### src/rtl/morse_tx_fifo_if.sv
// Character-in / keyed-Morse-out bus for morse_tx_fifo.
// The character source is the master; the transmitter is the slave.
interface morse_tx_fifo_if;
  logic [6:0] RxData;
  logic       Wr;
  logic       Start;
  logic       Full;
  logic       Empty;
  logic       Busy;
  logic       Err;
  logic       Done;
  logic       Y;

  modport master (
    output RxData, Wr, Start,
    input  Full, Empty, Busy, Err, Done, Y
  );

  modport slave (
    input  RxData, Wr, Start,
    output Full, Empty, Busy, Err, Done, Y
  );
endinterface

### src/rtl/morse_tx_fifo.sv
// Queued Morse transmitter: ASCII characters enter a FIFO and are keyed out
// back-to-back on Y, with unit length set by UNIT_CYCLES.
module morse_tx_fifo #(
  parameter int UNIT_CYCLES = 4,
  parameter int FIFO_DEPTH  = 8
) (
  input  logic           CLK,
  input  logic           RST,
  morse_tx_fifo_if.slave bus
);

  localparam int AW = $clog2(FIFO_DEPTH);
  localparam int CW = AW + 1;
  localparam int TW = $clog2(4 * UNIT_CYCLES + 1);

  localparam logic [TW-1:0] T_DOT  = TW'(UNIT_CYCLES - 1);
  localparam logic [TW-1:0] T_DASH = TW'(3 * UNIT_CYCLES - 1);
  localparam logic [TW-1:0] T_CH   = TW'(3 * UNIT_CYCLES - 1);
  localparam logic [TW-1:0] T_WD   = TW'(4 * UNIT_CYCLES - 1);
  localparam logic [TW-1:0] T_ONE  = TW'(1);

  typedef enum logic [2:0] {IDLE, LOAD, MARK, ELGAP, CHGAP, WDGAP, FIN} state_t;

  typedef struct packed {
    logic       ok;
    logic       space;
    logic [2:0] len;
    logic [4:0] pat;
  } code_t;

  // Pattern is left-aligned: bit 4 is the first element, 1 = dash.
  // Letters 65..90 (lower case folded), digits 48..57, space 32.
  function automatic code_t morse_rom(input logic [6:0] ch);
    logic [6:0] c;
    logic [7:0] lp;
    code_t      r;
    c  = (ch >= 7'd97 && ch <= 7'd122) ? ch - 7'd32 : ch;
    lp = 8'h00;
    case (c)
      7'd65: lp = {3'd2, 5'b01000};
      7'd66: lp = {3'd4, 5'b10000};
      7'd67: lp = {3'd4, 5'b10100};
      7'd68: lp = {3'd3, 5'b10000};
      7'd69: lp = {3'd1, 5'b00000};
      7'd70: lp = {3'd4, 5'b00100};
      7'd71: lp = {3'd3, 5'b11000};
      7'd72: lp = {3'd4, 5'b00000};
      7'd73: lp = {3'd2, 5'b00000};
      7'd74: lp = {3'd4, 5'b01110};
      7'd75: lp = {3'd3, 5'b10100};
      7'd76: lp = {3'd4, 5'b01000};
      7'd77: lp = {3'd2, 5'b11000};
      7'd78: lp = {3'd2, 5'b10000};
      7'd79: lp = {3'd3, 5'b11100};
      7'd80: lp = {3'd4, 5'b01100};
      7'd81: lp = {3'd4, 5'b11010};
      7'd82: lp = {3'd3, 5'b01000};
      7'd83: lp = {3'd3, 5'b00000};
      7'd84: lp = {3'd1, 5'b10000};
      7'd85: lp = {3'd3, 5'b00100};
      7'd86: lp = {3'd4, 5'b00010};
      7'd87: lp = {3'd3, 5'b01100};
      7'd88: lp = {3'd4, 5'b10010};
      7'd89: lp = {3'd4, 5'b10110};
      7'd90: lp = {3'd4, 5'b11000};
      7'd48: lp = {3'd5, 5'b11111};
      7'd49: lp = {3'd5, 5'b01111};
      7'd50: lp = {3'd5, 5'b00111};
      7'd51: lp = {3'd5, 5'b00011};
      7'd52: lp = {3'd5, 5'b00001};
      7'd53: lp = {3'd5, 5'b00000};
      7'd54: lp = {3'd5, 5'b10000};
      7'd55: lp = {3'd5, 5'b11000};
      7'd56: lp = {3'd5, 5'b11100};
      7'd57: lp = {3'd5, 5'b11110};
      default: lp = 8'h00;
    endcase
    r.ok    = (lp[7:5] != 3'd0);
    r.space = (c == 7'd32);
    r.len   = lp[7:5];
    r.pat   = lp[4:0];
    return r;
  endfunction

  state_t        state;
  logic [TW-1:0] tmr;
  logic [2:0]    len_rem;
  logic [4:0]    pat_sh;
  logic          y_p0, busy_p0, err_p0, done_p0;

  logic [6:0]    mem [FIFO_DEPTH];
  logic [AW-1:0] wr_ptr, rd_ptr, rd_ptr_nx;
  logic [CW-1:0] count, count_ap, count_nx;
  logic          full_p0, empty_p0;
  logic          pop, push, nx_bad;
  logic [6:0]    head, head_nx;
  code_t         cur, nxt;

  // head_nx is the character at the head after this edge, so Err can be
  // registered on entry to LOAD and line up with the LOAD cycle itself.
  always_comb begin
    pop       = (state == LOAD);
    push      = bus.Wr && (!full_p0 || pop);
    count_ap  = count - CW'(pop);
    count_nx  = count_ap + CW'(push);
    rd_ptr_nx = rd_ptr + AW'(pop);
    head      = mem[rd_ptr];
    head_nx   = (count_ap == '0) ? bus.RxData : mem[rd_ptr_nx];
    cur       = morse_rom(head);
    nxt       = morse_rom(head_nx);
    nx_bad    = !nxt.ok && !nxt.space;
  end

  always_ff @(posedge CLK) begin
    if (push) mem[wr_ptr] <= bus.RxData;
  end

  always_ff @(posedge CLK) begin
    if (RST) begin
      wr_ptr   <= '0;
      rd_ptr   <= '0;
      count    <= '0;
      full_p0  <= 1'b0;
      empty_p0 <= 1'b1;
    end else begin
      if (push) wr_ptr <= wr_ptr + AW'(1);
      rd_ptr   <= rd_ptr_nx;
      count    <= count_nx;
      full_p0  <= (count_nx == CW'(FIFO_DEPTH));
      empty_p0 <= (count_nx == '0);
    end
  end

  // Gaps hand over to LOAD one cycle early when more characters are queued,
  // so the LOAD cycle counts as the final cycle of the gap.
  always_ff @(posedge CLK) begin
    if (RST) begin
      state   <= IDLE;
      tmr     <= '0;
      len_rem <= 3'd0;
      pat_sh  <= 5'd0;
      y_p0    <= 1'b0;
      busy_p0 <= 1'b0;
      err_p0  <= 1'b0;
      done_p0 <= 1'b0;
    end else begin
      err_p0  <= 1'b0;
      done_p0 <= 1'b0;
      case (state)
        IDLE: begin
          if (bus.Start && !empty_p0) begin
            state   <= LOAD;
            busy_p0 <= 1'b1;
            err_p0  <= nx_bad;
          end
        end
        LOAD: begin
          if (cur.space) begin
            state <= WDGAP;
            tmr   <= T_WD;
          end else if (cur.ok) begin
            state   <= MARK;
            y_p0    <= 1'b1;
            tmr     <= cur.pat[4] ? T_DASH : T_DOT;
            pat_sh  <= {cur.pat[3:0], 1'b0};
            len_rem <= cur.len - 3'd1;
          end else if (count_nx != '0) begin
            state  <= LOAD;
            err_p0 <= nx_bad;
          end else begin
            state   <= FIN;
            done_p0 <= 1'b1;
          end
        end
        MARK: begin
          if (tmr != '0) begin
            tmr <= tmr - T_ONE;
          end else if (len_rem != 3'd0) begin
            state <= ELGAP;
            y_p0  <= 1'b0;
            tmr   <= T_DOT;
          end else begin
            state <= CHGAP;
            y_p0  <= 1'b0;
            tmr   <= T_CH;
          end
        end
        ELGAP: begin
          if (tmr != '0) begin
            tmr <= tmr - T_ONE;
          end else begin
            state   <= MARK;
            y_p0    <= 1'b1;
            tmr     <= pat_sh[4] ? T_DASH : T_DOT;
            pat_sh  <= {pat_sh[3:0], 1'b0};
            len_rem <= len_rem - 3'd1;
          end
        end
        CHGAP, WDGAP: begin
          if ((tmr == T_ONE || tmr == '0) && count_nx != '0) begin
            state  <= LOAD;
            err_p0 <= nx_bad;
          end else if (tmr == '0) begin
            state   <= FIN;
            done_p0 <= 1'b1;
          end else begin
            tmr <= tmr - T_ONE;
          end
        end
        FIN: begin
          state   <= IDLE;
          busy_p0 <= 1'b0;
        end
        default: begin
          state   <= IDLE;
          busy_p0 <= 1'b0;
          y_p0    <= 1'b0;
        end
      endcase
    end
  end

  assign bus.Full  = full_p0;
  assign bus.Empty = empty_p0;
  assign bus.Busy  = busy_p0;
  assign bus.Err   = err_p0;
  assign bus.Done  = done_p0;
  assign bus.Y     = y_p0;

endmodule

### src/flat_wrapper.sv
// flat-port wrapper written by rule: the top's interface ports become plain ports
module morse_tx_fifo_flat 
#(
  parameter int UNIT_CYCLES = 4,
  parameter int FIFO_DEPTH  = 8
)
  (CLK, RST, bus_RxData, bus_Wr, bus_Start, bus_Full, bus_Empty, bus_Busy, bus_Err, bus_Done, bus_Y);
  morse_tx_fifo_if bus_i ();
  input  logic CLK;
  input  logic RST;
  input wire logic [$bits(bus_i.RxData)-1:0] bus_RxData;
  input wire logic [$bits(bus_i.Wr)-1:0] bus_Wr;
  input wire logic [$bits(bus_i.Start)-1:0] bus_Start;
  output wire logic [$bits(bus_i.Full)-1:0] bus_Full;
  output wire logic [$bits(bus_i.Empty)-1:0] bus_Empty;
  output wire logic [$bits(bus_i.Busy)-1:0] bus_Busy;
  output wire logic [$bits(bus_i.Err)-1:0] bus_Err;
  output wire logic [$bits(bus_i.Done)-1:0] bus_Done;
  output wire logic [$bits(bus_i.Y)-1:0] bus_Y;
  assign bus_i.RxData = bus_RxData;
  assign bus_i.Wr = bus_Wr;
  assign bus_i.Start = bus_Start;
  assign bus_Full = bus_i.Full;
  assign bus_Empty = bus_i.Empty;
  assign bus_Busy = bus_i.Busy;
  assign bus_Err = bus_i.Err;
  assign bus_Done = bus_i.Done;
  assign bus_Y = bus_i.Y;
  morse_tx_fifo #(.UNIT_CYCLES(UNIT_CYCLES), .FIFO_DEPTH(FIFO_DEPTH)) u_core (.CLK(CLK), .RST(RST), .bus(bus_i));
endmodule
### config.mk
export PLATFORM = sky130hd
export DESIGN_NAME = morse_tx_fifo_flat
export DESIGN_NICKNAME = d
export VERILOG_FILES = /design/src/rtl/morse_tx_fifo_if.sv /design/src/rtl/morse_tx_fifo.sv /design/src/flat_wrapper.sv
export SDC_FILE = /design/constraint.sdc
export NUM_CORES = 1
export LEC_CHECK = 0
export CAP_MARGIN = 30
export CORE_MARGIN = 10
export CORE_UTILIZATION = 30
export CTS_CLUSTER_DIAMETER = 60
export DETAILED_ROUTE_END_ITERATION = 12
export PLACE_DENSITY = 0.43
export SYNTH_ARGS = -nofsm -noshare
export SYNTH_HDL_FRONTEND = slang
export SYNTH_SLANG_ARGS = --single-unit
### constraint.sdc
create_clock -name CLK -period 5.79 [get_ports CLK]
set_clock_uncertainty 0.15 [all_clocks]
set_input_delay 1.4475 -clock CLK [delete_from_list [all_inputs] [get_ports CLK]]
set_output_delay 1.4475 -clock CLK [all_outputs]
set_load 0.01 [all_outputs]
# Word-level counts from Yosys, hierarchy flattened
# Memories as Yosys holds them, arrays and structs flattened. A register that Yosys moved wholly into a read port is not among the register bits.
# Index checks and enable logic that the tools add are counted.
# Widths: inputs -> output; s select.
# classes
muxes	53
order_cmp	4
n_mul	0
shift	0
div_mod_pow	0
bitwise	2
reduce_logical	31
addsub	9
eq_ne	19
# ops
op	count
$mux 5	9
$mux 3	13
$mux 7	3
$pmux 5 s4	1
$mux 1	17
$pmux 3 s5	1
$eq 7x6->1 const B	2
$ge 7x7->1 const B	2
$le 7x7->1 const B	2
$sub 7x6->7 const B	2
$mux 4	3
$ne 2x2->1 const B	6
$reduce_and 4->1	3
$pmux 5 s2	1
$eq 3x3->1 const B	3
$reduce_bool 3->1	3
$logic_not 4->1	2
$reduce_bool 4->1	2
$eq 3x2->1 const B	2
$logic_and 1x1->1	6
$pmux 3 s2	1
$sub 3x1->3 const B	2
$eq 5x1->1 const B	1
$logic_not 5->1	1
other kinds (24)	30
# word_totals
romBits	2048
latchBits	0
out_inout_bits	6
memories	3
register_bits	32
mem_bits_rw	56
in_bits	11
# memory_table
memory	depth	word_bits	rd	rd_ports_with_merged_regs	write_ports	line_no	rtl
(no name shown)	128	8	1	0	0	morse_tx_fifo.sv:39	case (c)
(no name shown)	128	8	1	0	0	morse_tx_fifo.sv:39	
u_core.mem	8	7	2	1	1	morse_tx_fifo.sv:91	logic [6:0] mem [FIFO_DEPTH];

# Longest topological paths before layout
# Gate-level depths: netlist of the first run.
# An unclocked memory read counts as a cell.
# depth
ltp_word	15
depth_mapped	18

# Worst setup path after synthesis of the first run
# OpenSTA, ideal clock, no wires.
# synth_timing
path_type	reg-to-reg
from	register u_core.state[2]
to	register u_core.err_p0, in the netlist u_core.bus.Err
path_buffers	3
arrival_ps	4408
required_time_ps	5521
stages_incl_launch_ff	18
setup_slack_ps	1113
path_cell_list	dfxtp_1 -> clkbuf_1 -> inv_1 -> nand3_1 -> inv_1 -> ha_1 -> clkbuf_1 -> buf_1 -> mux4_2 -> mux2_2 -> mux2i_1 -> inv_1 -> ha_1 -> nand3_1 -> o22ai_1 -> a22oi_1 -> a21oi_1 -> o221a_2
# synth_between
elab_chain_cells	15
# synth_lines
item	line_no	rtl
from (decl)	morse_tx_fifo.sv:85	state_t state;
from (signal assigned)	morse_tx_fifo.sv:138	state <= IDLE;
from (signal assigned)	morse_tx_fifo.sv:152	state <= LOAD;
from (signal assigned)	morse_tx_fifo.sv:159	state <= WDGAP;
$eq 3x1->1 *	morse_tx_fifo.sv:102	pop = (state == LOAD);
$add 3x1->3 *	morse_tx_fifo.sv:106	rd_ptr_nx = rd_ptr + AW'(pop);
named net u_core.rd_ptr_nx[0]	morse_tx_fifo.sv:92	logic [AW-1:0] wr_ptr, rd_ptr, rd_ptr_nx;
$mem_v2 8x7 *	--	
$mux 7 *	morse_tx_fifo.sv:108	head_nx = (count_ap == '0) ? bus.RxData : mem[rd_ptr_nx];
$ge 7x7->1 or $le 7x7->1 (tied branches)	morse_tx_fifo.sv:37	c = (ch >= 7'd97 && ch <= 7'd122) ? ch - 7'd32 : ch;
$logic_and 1x1->1	morse_tx_fifo.sv:37	
$mux 7 *	morse_tx_fifo.sv:37	
$mem_v2 128x8	--	
$reduce_bool 3->1	morse_tx_fifo.sv:78	r.ok = (lp[7:5] != 3'd0);
$logic_not 1->1	morse_tx_fifo.sv:111	nx_bad = !nxt.ok && !nxt.space;
$logic_and 1x1->1 *	morse_tx_fifo.sv:111	
$mux 1	morse_tx_fifo.sv:167	end else if (count_nx != '0) begin
$mux 1	morse_tx_fifo.sv:161	end else if (cur.ok) begin
$mux 1	morse_tx_fifo.sv:158	if (cur.space) begin
$pmux 1 s3 *	morse_tx_fifo.sv:149	case (state)
to (signal assigned)	morse_tx_fifo.sv:154	err_p0 <= nx_bad;
to (signal assigned)	morse_tx_fifo.sv:169	err_p0 <= nx_bad;
to (signal assigned)	morse_tx_fifo.sv:202	err_p0 <= nx_bad;
to (decl)	morse_tx_fifo.sv:89	logic y_p0, busy_p0, err_p0, done_p0;
# Mark *: on every way through the listed nets, which the timed path passes. The rest lies on a longest branch.
# A chain may end at the register's enable or synchronous reset.

==> summary by stage, run 1 <==
Yosys
The cell count after synthesis came out at 517. Counting flops with a built-in enable in the synthesized netlist gives 56. Counting every net in the synthesized netlist gives 557. The average instance in the mapped netlist occupies 10.8 um^2. Synthesis instantiated 73 different standard cells from the library. The share of synthesized registers carrying an async set or reset is 0%. The count of state elements after synthesis is 87. The count of yosys warnings during synthesis is 0.

Summing the sequential cell areas from Yosys gives 41.1% of the chip area. The synthesized cell area is 0.00561 mm^2. The top flip-flop cell by instance count after synthesis is sky130_fd_sc_hd__edfxtp_1.

Run status
The flow ran to the end, and the final reports show no timing, DRC or antenna violations.

Final layout
Summing all multi-input logic gate instances after layout gives between 0.003 and 0.004 mm^2. The share of layout cells above drive strength 1 is 16.2%. Excluding fillers, the count of instances in the completed layout stands at roughly 770.

The count of nets after finishing is 579. Leaving out fill and tap cells, the most frequent cell in the layout is sky130_fd_sc_hd__edfxtp_1. The count of fill cells added during filler insertion is 1836.

The number of antenna diodes in the final layout is 0. The register cell area after layout is 0.00230 mm^2. The growth of design area from synthesis to finish is 14.2%.

The top cell types in the final layout, fill and taps aside, are sky130_fd_sc_hd__edfxtp_1, sky130_fd_sc_hd__nand2_1, sky130_fd_sc_hd__nor2_1, sky130_fd_sc_hd__a21oi_1, sky130_fd_sc_hd__dfxtp_1.

Floorplan
The effective utilization at floorplan is 30.9%. The die extent in x is 157 um. Measured along the y axis, the die boundary spans 157 um. The number of top-level pins is 17. The core region is 0.0181 mm^2. The total die area is roughly 0.025 mm^2.

Row generation in the floorplan step produced 49 rows.

Route
The number of DRC markers in iteration 0 is 313. The first TritonRoute pass finished after 4 iterations. In the routed design, unresolved DRC markers number 0. The via count is 4205. The average vias per placed instance is between 5 and 6. The remaining antenna violation count is 0.

The wire length per cell is 19.0 um. After detailed routing, the total wire length is 14700 um.

GRT
The initial antenna violation count was 0. Global routing finished with a remaining overflow of 0. The met2 track utilization from global routing is 21.4%. The maximum number of pins on one net before global-route repair is 26. The wire length of the first global-routing pass is 23900 um.

Global routing consumed, over all layers together, 12.4% of the routing resources. For met1 alone, demand over resource in global routing was between 15 and 20%. The number of global-route vias before repair is 4231. In this run the most used layer during global routing was met2. For this run, global-route usage on met3 was measured as 2.28%.

Worst setup path
The data arrival time of the critical path is approximately 4.8 ns. The setup path with the least slack is of type reg -> reg. Traced cell by cell, the critical path runs through mux4_1 > nand2_1 > nand2_1 > ha_1 > and4_4 > a311o_1 > a211oi_4 > a2111oi_4 > nor2_1 > a2bb2oi_1 > ha_1 > nor2_1 > and3_1 > a211o_1 > a221oi_1. The largest stage delay on the critical path is 0.93 ns. The capturing element type of the critical path is a flop. At the worst endpoint, the required time is slightly below 6 ns. The critical path startpoint category is a flop. On the critical path, the stage with the largest delay is an instance of sky130_fd_sc_hd__dfxtp_1. The setup check on the worst reg-to-reg path leaves a slack of about 1.1 ns. In this run the worst path has a maximum fanout of 23. The critical path contains buffers and inverters numbering 0 combined. In this design, the largest share of critical-path delay is due to compound AO/OA/AOI/OAI gates.

CTS
The root buffer cell chosen for the clock tree is sky130_fd_sc_hd__clkbuf_16. Post-CTS timing repair inserted 0 buffers for setup. The number of buffers on the longest clock path is 2.

Clock tree synthesis found a total of between 80 and 90 sinks. The H-tree generated during clock tree synthesis spans 3 levels. At the later pin of the worst-skew pair, clock insertion delay measures 0.36 ns. The total clock buffers created by CTS is 9.

The clock-pin transition on the worst setup and hold timing paths is 0.07 ns. The number of buffers inserted by hold repair at cts is 0. The TritonCTS clock tree is built. The number of gates given a new drive strength after cts is 0.

Placed design
After legalization and detailed placement, the total HPWL measured 10700 um. The placed instance count is 757. Timing analysis after detailed placement gives a worst setup slack of around 0.84 ns. The placer congestion estimate is 0.834. The count of buffers added on input and output ports is 16.

Timing
Setup violations remaining at the end of the flow were counted as 0. Static timing analysis puts the maximum clock frequency at 0.212 GHz. The number of endpoints with negative hold slack in the final report was 0. In this run the tightest slew margin relative to its limit is 38.2%. The final critical path time including I/O delays and setup is between 4 and 5 ns. Of the available clock period, the critical path in the final layout requires 81.4%. The max-slew violation count is 0.

In the final timing run, aggregate negative setup slack is 0 ns. Hold timing on the final database bottoms out at a slack of about 0.32 ns. The worst path meets setup with 1.08 ns of slack. The pin slew with the least headroom to its limit is 0.926 ns. Setup repair after global routing left no endpoint under its margin.

Flow run
Max-cap violations in this run came to 0.

Pwr
The total chip power is 3.36 mW. The power density relative to cell area is 524 mW/mm^2. The worst ir drop on vdd is 0.178 mV. The static leakage power is around 2.2 nW.

Worst hold path
The worst hold path belongs to the class reg -> reg.
## final timing paths
path	start	to	cells past startpoint
setup / recovery	u_core.rd_ptr[1]	u_core.len_rem[2]	15
hold reg to reg	u_core.pat_sh[1]	u_core.pat_sh[1]	2
setup reg to reg	u_core.rd_ptr[1]	u_core.len_rem[2]	15
hold / removal	u_core.pat_sh[1]	u_core.pat_sh[1]	2
## through the flow
stage / cell area (um^2) / util [%]
final: 6400 / 35.3
after global routing: 6400 / 35.3
after CTS: 6400 / 35.3
after detailed placement: 6100 / 33.6
after global placement: 6070 / 33.4
after floorplan: 5610 / -
## registers in the layout, summed over array words and instances (netlist names), 3 cells and up
signal,count
u_core.len_rem,3
u_core.wr_ptr,3
u_core.pat_sh,4
u_core.mem,56
u_core.state,3
u_core.count,4
u_core.tmr,5
u_core.rd_ptr,3
## cell families after synthesis
group                      after synthesis  synth area share [%]
AOI/OAI and AO/OA                      126                  16.3
muxes                                   54                  17.0
and+or+nand+nor                        164                  14.1
DFF                                     87                  41.1
buffers and inverters                   48                  3.68
adders and majority gates               29                  6.47
xor gates and xnor gates                 9                  1.41
## per-layer routing
metal,up-vias,routed length (um)
met5,-,0
met4,0,129
met3,9,454
met2,91,7480
met1,2071,6620
li1,2034,-
## cells in the mapped netlist (all sizes together), types with 3 or more instances
cell,number,area [um^2]
a21oi,38,190
inv,25,93.8
and2,6,37.5
dfxtp,31,621
o21ai,17,85.1
o211ai,4,30.0
a211oi,9,80.1
buf,7,52.6
a211o,5,43.8
edfxtp,56,1680
o31ai,5,42.5
o221ai,10,87.6
mux2,12,139
ha,29,363
o22ai,3,18.8
a31oi,6,43.8
mux2i,13,134
nor2b,5,31.3
nor3,26,141
nor2,38,143
clkbuf,16,60.1
and3,6,37.5
mux4,29,683
nand3,14,75.1
a311oi,3,26.3
xnor2,7,61.3
o211a,3,37.5
nand2b,7,43.8
nand2,48,180
## area by class of cell
cell class                 count  area share, %
clock buffer                   9           3.52
clock inverter                 7           1.15
inverter                      25           1.47
tap                          229           4.47
sequential                    87           36.0
multi-input combinational    382           48.7
timing repair buffer          34           4.73
## worst reg2reg max path: cells and delay by family, from the launching register on
| family | cells | cell delay [ns] |
|---|---|---|
| DFF | 1 | 0.93 |
| AOI/OAI and AO/OA | 6 | 1.53 |
| muxes | 1 | 0.43 |
| and+or+nand+nor | 6 | 1.01 |
| adders and majority gates | 2 | 0.57 |
## report_power, final
part	internal [mW]	switching, mW	leakage [nW]
registers	0.728	0.0657	0.761
logic	0.847	1.13	1.33
clock network	0.306	0.282	0.147
No activity file was read; power rests on OpenSTA's default activity.
==> run 2, diff against run 1 <==
==> constraint.sdc (replaced) <==
create_clock -name CLK -period 4.75 [get_ports CLK]
set_clock_uncertainty 0.15 [all_clocks]
set_input_delay 1.1875 -clock CLK [delete_from_list [all_inputs] [get_ports CLK]]
set_output_delay 1.1875 -clock CLK [all_outputs]
set_load 0.01 [all_outputs]
==> summary by stage, run 2 (synthesis results as in run 1) <==
Final layout
The flip-flop count of the largest register, all copies and words added is 56 (unchanged). The count of nets after finishing is 593 (+2.4%). The count of fill cells added during filler insertion is 1826 (-0.54%). The antenna diode count came to 0 (unchanged). Counting flops per register, the top entry is u_core.mem. From synthesis to final layout, the design area changed by 16.4%. The core utilization of the finished layout was 36.0% (+0.67 points).

Leaving out fill and tap cells, the most frequent cell in the layout is sky130_fd_sc_hd__edfxtp_1. The largest registers in the layout are u_core.mem x56, u_core.tmr x5. The share of layout cells above drive strength 1 is 18.3% (+2.1 points). The post-route non-filler standard cell count is 787 (+1.8%). In the layout the commonest cells are sky130_fd_sc_hd__edfxtp_1, sky130_fd_sc_hd__nand2_1, sky130_fd_sc_hd__nor2_1, sky130_fd_sc_hd__a21oi_1, sky130_fd_sc_hd__buf_4. The post-route standard cell area excluding fillers is 0.00653 mm^2 (+1.9%).

Worst setup path
The critical path startpoint category is a flop. The maximum net fanout on the critical path is 11 (-52%). The class of the most critical setup path is reg -> reg.

The required time of the critical path is 4.84 ns (-1.06 ns). The capturing element type of the critical path is a flop. The data arrival time of the critical path is 4.41 ns (-0.41 ns).

Timing
The final critical path time including I/O delays and setup is 4.32 ns (-0.392 ns). The maximum clock frequency came to 0.231 GHz (+9.1%). The final setup violation count was 0 (unchanged). The max-slew violation count is 0 (unchanged).

The number of endpoints with negative hold slack in the final report is 0 (unchanged). The pin slew with the least headroom to its limit was 0.952 ns (+0.0265 ns). The worst slew slack as a fraction of its limit is 36.3% (-1.9 points). The post-route worst setup slack is 0.430 ns (-0.648 ns). The final clock period utilization by the worst path came to 90.9% (+9.6 points). Setup repair after global routing left no endpoint under its margin. The final total negative setup slack is 0 ns (unchanged).

CTS
The number of buffers inserted by hold repair at cts is 0 (unchanged). The clock latency of the later-clocked register in the worst-skew pair is 0.36 ns (about the same). The number of sinks driven by the clock tree came to 87 (unchanged). The total clock buffers created by CTS was 9 (unchanged). The clock-pin transition on the worst setup and hold timing paths is 0.07 ns (about the same).

The root buffer cell chosen for the clock tree is sky130_fd_sc_hd__clkbuf_16. The number of buffers on the longest clock path is 2 (unchanged). The number of gates given a new drive strength after cts is 0 (unchanged). The H-tree depth came to 3 (unchanged). The number of buffers inserted by post-CTS setup repair is 0 (unchanged). The TritonCTS clock tree is built.

Placed design
The placed instance count is 771 (+1.8%). The placed instance area is 0.00620 mm^2 (+1.6%). The estimated wirelength of the detail-placed design is 10800 um (+0.52%). The pre-CTS worst setup slack came to 0.213 ns (-0.623 ns). The count of input and output buffers came to 16 (unchanged). The placer congestion estimate is 0.852 (+2.2%).

GRT
The met3 global-route usage came to 2.58% (+0.30 points). The initial antenna violation count is 0 (unchanged). The met1 usage is 15.3% (-0.18 points). The met2 track utilization from global routing came to 21.2% (-0.18 points). The layer flagged by global routing as most heavily used is met2.

The remaining global-route overflow was 0 (unchanged). The total global routing track utilization came to 12.4% (about the same). The wire length of the first global-routing pass is 23700 um (-0.81%). The number of global-route vias before repair is 4239 (+0.19%). The maximum number of pins on one net before global-route repair is 26 (unchanged).

Flow run
The number of max-cap violations is 0 (unchanged).

Pwr
The worst ir drop on vdd came to 0.317 mV (+78%). The static leakage power is 2.32 nW (+3.5%). The power density relative to cell area is 649 mW/mm^2 (+24%).

Floorplan
The number of top-level pins came to 17 (unchanged). The core region area is 0.0181 mm^2 (unchanged). The number of cell rows was 49 (unchanged). The die extent in x is 157 um (unchanged). The effective utilization at floorplan is 30.9% (unchanged).

The total die area is 0.0246 mm^2 (unchanged). The floorplan die height was 157 um (unchanged).

Route
The wire length per cell is 18.7 um (-1.3%). The number of DRC markers in iteration 0 is 274 (-12%). The remaining antenna violation count is 0 (unchanged). The via count is 4291 (+2.0%). The wire length after detailed routing was 14800 um (+0.50%). The residual DRC count is 0 (unchanged). The average vias per placed instance came to 5.45 (+0.23%). The first-pass iteration count of the detailed router is 5 (+1).

Run status
The run finished with clean final reports.

Worst hold path
The path class of the tightest hold or removal check is reg -> reg.
==> run 2: worst max-delay path, stage by stage, from the launching register on <==
cell and delay, ns:
sky130_fd_sc_hd__dfxtp_1 0.48, sky130_fd_sc_hd__buf_4 0.31, sky130_fd_sc_hd__mux4_1 0.64, sky130_fd_sc_hd__mux2_2 0.41, sky130_fd_sc_hd__nor3_4 0.23, sky130_fd_sc_hd__nand3_2 0.15
sky130_fd_sc_hd__a21o_1 0.24, sky130_fd_sc_hd__mux2_2 0.36, sky130_fd_sc_hd__nand3_1 0.13, sky130_fd_sc_hd__nand2_1 0.10, sky130_fd_sc_hd__ha_1 0.21, sky130_fd_sc_hd__nor2_1 0.05
sky130_fd_sc_hd__and3_1 0.18, sky130_fd_sc_hd__a211o_1 0.26, sky130_fd_sc_hd__a221oi_1 0.27
==> run 2: stage by stage <==
| stage | hold WS (ns) | total power, mW |
|---|---|---|
| after CTS | 0.323 | 4.28 |
| final | 0.326 | 4.23 |
| after global placement | 0.306 | 3.46 |
| after global routing | 0.358 | 4.60 |
| after detailed placement | 0.309 | 3.50 |
| after floorplan | 0.294 | 2.79 |
==> run 2: per-layer routing <==
layer  part of all wire [%]  wire, um
met5                      0         0
met4                    1.3       193
met1                     46      6720
met2                     50      7320
met3                    3.5       516
==> run 2: report_power, final <==
group,leakage [nW],internal (mW),switching (mW)
Combinational,1.40,1.10,1.42
Clock,0.158,0.425,0.340
Sequential,0.761,0.887,0.0611
==> run 2: cell type report <==
type / count / area (um^2) / area share [%]
Clock buffer: 9 / 225 / 3.45
Clock inverter: 7 / 97.6 / 1.50
Inverter: 25 / 93.8 / 1.44
Multi-Input combinational cell: 382 / 3120 / 47.8
Sequential cell: 87 / 2300 / 35.3
Tap cell: 229 / 287 / 4.39
Timing Repair Buffer: 48 / 400 / 6.14
==> run 2: path summary, 6_finish.rpt <==
check | start | end | slack, ns | cells past startpoint
max | u_core.rd_ptr[0] | u_core.len_rem[2] | 0.43 | 14
min | u_core.pat_sh[3] | u_core.pat_sh[3] | 0.33 | 2
max reg2reg | u_core.rd_ptr[0] | u_core.len_rem[2] | 0.43 | 14
min reg2reg | u_core.pat_sh[3] | u_core.pat_sh[3] | 0.33 | 2
==> run 3, diff against run 2 <==
--- a/config.mk
+++ b/config.mk
@@ -7,10 +7,10 @@
 export LEC_CHECK = 0
 export CAP_MARGIN = 30
 export CORE_MARGIN = 10
-export CORE_UTILIZATION = 30
+export CORE_UTILIZATION = 58
 export CTS_CLUSTER_DIAMETER = 60
 export DETAILED_ROUTE_END_ITERATION = 12
-export PLACE_DENSITY = 0.43
+export PLACE_DENSITY = 0.74
 export SYNTH_ARGS = -nofsm -noshare
 export SYNTH_HDL_FRONTEND = slang
 export SYNTH_SLANG_ARGS = --single-unit
==> summary by stage, run 3 (synthesis results as in run 1) <==
Timing
The post-route worst setup slack is 0.389 ns (-0.0414 ns). The final worst hold slack is 0.327 ns (+0.000872 ns). Setup repair after global routing left no endpoint under its margin. The final clock period utilization by the worst path is 91.8% (+0.87 points). The number of endpoints with negative hold slack in the final report is 0 (unchanged).

The final setup violation count is 0 (unchanged). The final total negative setup slack is 0 ns (unchanged). The worst slew slack as a fraction of its limit is 41.7% (+5.4 points). The pin slew with the least headroom to its limit was 0.872 ns (-0.0807 ns). The final critical path time including I/O delays and setup is 4.36 ns (+0.0414 ns).

The maximum clock frequency is 0.229 GHz (-0.95%). The max-slew violation count is 0 (unchanged).

Worst setup path
The required time of the critical path is 4.88 ns (+0.04 ns). The largest individual stage delay along the critical path comes from the cell sky130_fd_sc_hd__mux4_1. The startpoint of the worst register-to-register path is u_core.rd_ptr[0]. Walking the worst path, the cells encountered are mux4_1 > nand2_1 > nand2_1 > ha_1 > and4_4 > a311o_1 > a211oi_4 > a2111oi_4 > nor2_2 > a2bb2oi_1 > ha_1 > nor2_1 > and3_1 > a211o_1 > a221oi_1.

The data arrival time of the critical path came to 4.49 ns (+0.08 ns). The most critical setup path has its startpoint at u_core.rd_ptr[0]. The largest stage delay on the critical path is 0.59 ns (-0.05 ns). The capturing element type of the critical path is a flop. The critical path startpoint category is a flop. The class of the most critical setup path is reg -> reg. The maximum net fanout on the critical path is 6 (-5).

CTS
TritonCTS built the clock tree. The number of sinks driven by the clock tree is 87 (unchanged). The root buffer cell chosen for the clock tree is sky130_fd_sc_hd__clkbuf_8. The clock latency of the later-clocked register in the worst-skew pair is 0.36 ns (about the same). The number of buffers on the longest clock path is 2 (unchanged). The number of buffers inserted by post-CTS setup repair is 0 (unchanged). The clock-pin transition on the worst setup and hold timing paths was 0.10 ns (+0.03 ns). The total clock buffers created by CTS is 9 (unchanged). The H-tree depth is 3 (unchanged).

Route
The wire length per cell is 19.4 um (+3.5%). The remaining antenna violation count was 0 (unchanged). The number of DRC markers in iteration 0 is 541 (+97%). The residual DRC count is 0 (unchanged). The wire length after detailed routing came to 13300 um (-9.8%). The via count is 4368 (+1.8%).

The first-pass iteration count of the detailed router is 7 (+2). The average vias per placed instance was 6.37 (+17%).

Final layout
In the layout the commonest cells are sky130_fd_sc_hd__edfxtp_1, sky130_fd_sc_hd__nand2_1, sky130_fd_sc_hd__a21oi_1. The area growth from synthesis to layout is 12.0%. Counting flops per register, the top entry is u_core.mem. The share of layout cells above drive strength 1 is 17.6% (-0.69 points). The post-route standard cell area excluding fillers is 0.00628 mm^2 (-3.8%). The antenna diode count is 0 (unchanged). The count of nets after finishing is 592 (-0.17%). The largest registers in the layout are u_core.mem x56, u_core.tmr x5. The flip-flop count of the largest register, all copies and words added is 56 (unchanged). The most frequent standard cell in the layout excluding fill and tap cells is sky130_fd_sc_hd__edfxtp_1.

Floorplan
The core region area was 0.00933 mm^2 (-49%). The number of top-level pins is 17 (unchanged). The number of cell rows was 35 (-29%). The die extent in x was 118 um (-24%). The total die area was 0.0140 mm^2 (-43%). The floorplan die height was 118 um (-24%). The effective utilization at floorplan is 60.1% (+29 points).

GRT
The initial antenna violation count is 0 (unchanged). The number of global-route vias before repair came to 4286 (+1.1%). The wire length of the first global-routing pass is 21900 um (-7.7%). The maximum number of pins on one net before global-route repair was 26 (unchanged). The total global routing track utilization was 18.9% (+6.5 points). The remaining global-route overflow is 0 (unchanged).

Placed design
The placer congestion estimate was 0.901 (+5.8%). The count of input and output buffers is 16 (unchanged). The pre-CTS worst setup slack is 0.242 ns (+0.0297 ns).

The estimated wirelength of the detail-placed design is 9560 um (-11%). The placed instance area came to 0.00605 mm^2 (-2.5%).

Worst hold path
The start point of the worst min-delay path is u_core.pat_sh[2]. The worst hold path belongs to the class reg -> reg.

Flow run
The number of max-cap violations came to 0 (unchanged).

Pwr
The static leakage power came to 2.27 nW (-2.4%). The worst ir drop on vdd is 0.467 mV (+47%). The power density relative to cell area came to 643 mW/mm^2 (-0.95%).

Run status
The run finished with clean final reports.
[run 3: cell count changes in the layout (fill, tap and decap cells not counted), moves of 2 or more]
cell                        delta
sky130_fd_sc_hd__inv_6         +2
sky130_fd_sc_hd__nor3_1        +4
sky130_fd_sc_hd__nor3_2        -4
sky130_fd_sc_hd__clkbuf_16     -9
sky130_fd_sc_hd__clkbuf_8      +9
sky130_fd_sc_hd__inv_8         -2
[run 3: area by class of cell]
cell class	instances	area, um^2
Inverter	25	93.8
Fill cell	697	3050
Multi-Input combinational cell	382	3100
Timing Repair Buffer	47	393
Clock inverter	7	103
Sequential cell	87	2300
Clock buffer	9	124
Tap cell	129	161
[run 3: worst max-delay path: cells and delay by family (launching register included)]
family / cells / cell delay (ns)
AOI/OAI and AO/OA: 6 / 1.52
and+or+nand+nor: 6 / 0.93
muxes: 1 / 0.59
adders and majority gates: 2 / 0.58
DFF: 1 / 0.49
[run 3: per-stage QoR]
| stage | power [mW] | utilization [%] | instances |
|---|---|---|---|
| 6_report | 4.04 | 67.3 | 686 |
| 2_1_floorplan | 2.79 | - | 517 |
| 5_1_grt | 4.35 | 67.3 | 686 |
| 3_5_place_dp | 3.41 | 64.9 | 670 |
| 4_1_cts | 4.02 | 67.3 | 686 |
| 3_3_place_gp | 3.35 | 64.9 | 670 |
[run 3: power by group]
group	leakage, nW	switching (mW)	internal [mW]
logic	1.39	1.39	1.10
registers	0.761	0.0628	0.887
clock network	0.116	0.297	0.304
total	2.27	1.75	2.29
[run 3: timing repair]
action,CTS,global route
resized for setup,0,1
endpoints found under the setup margin,0,1
hold buffers,0,0
[run 3: per-layer routing]
| layer | routed length (um) | up-vias | global-route usage (%) |
|---|---|---|---|
| met5 | 0 | - | 0 |
| met4 | 264 | 0 | 6.03 |
| met3 | 742 | 21 | 3.52 |
| met2 | 6720 | 145 | 33.1 |
| met1 | 5580 | 2130 | 22.9 |
| li1 | - | 2072 | - |
[run 3: final timing paths]
kind                        to  slack (ns)  depth (start not counted)
max          u_core.len_rem[2]        0.39                         15
min reg2reg   u_core.pat_sh[2]        0.33                          2
min           u_core.pat_sh[2]        0.33                          2
max reg2reg  u_core.len_rem[2]        0.39                         15
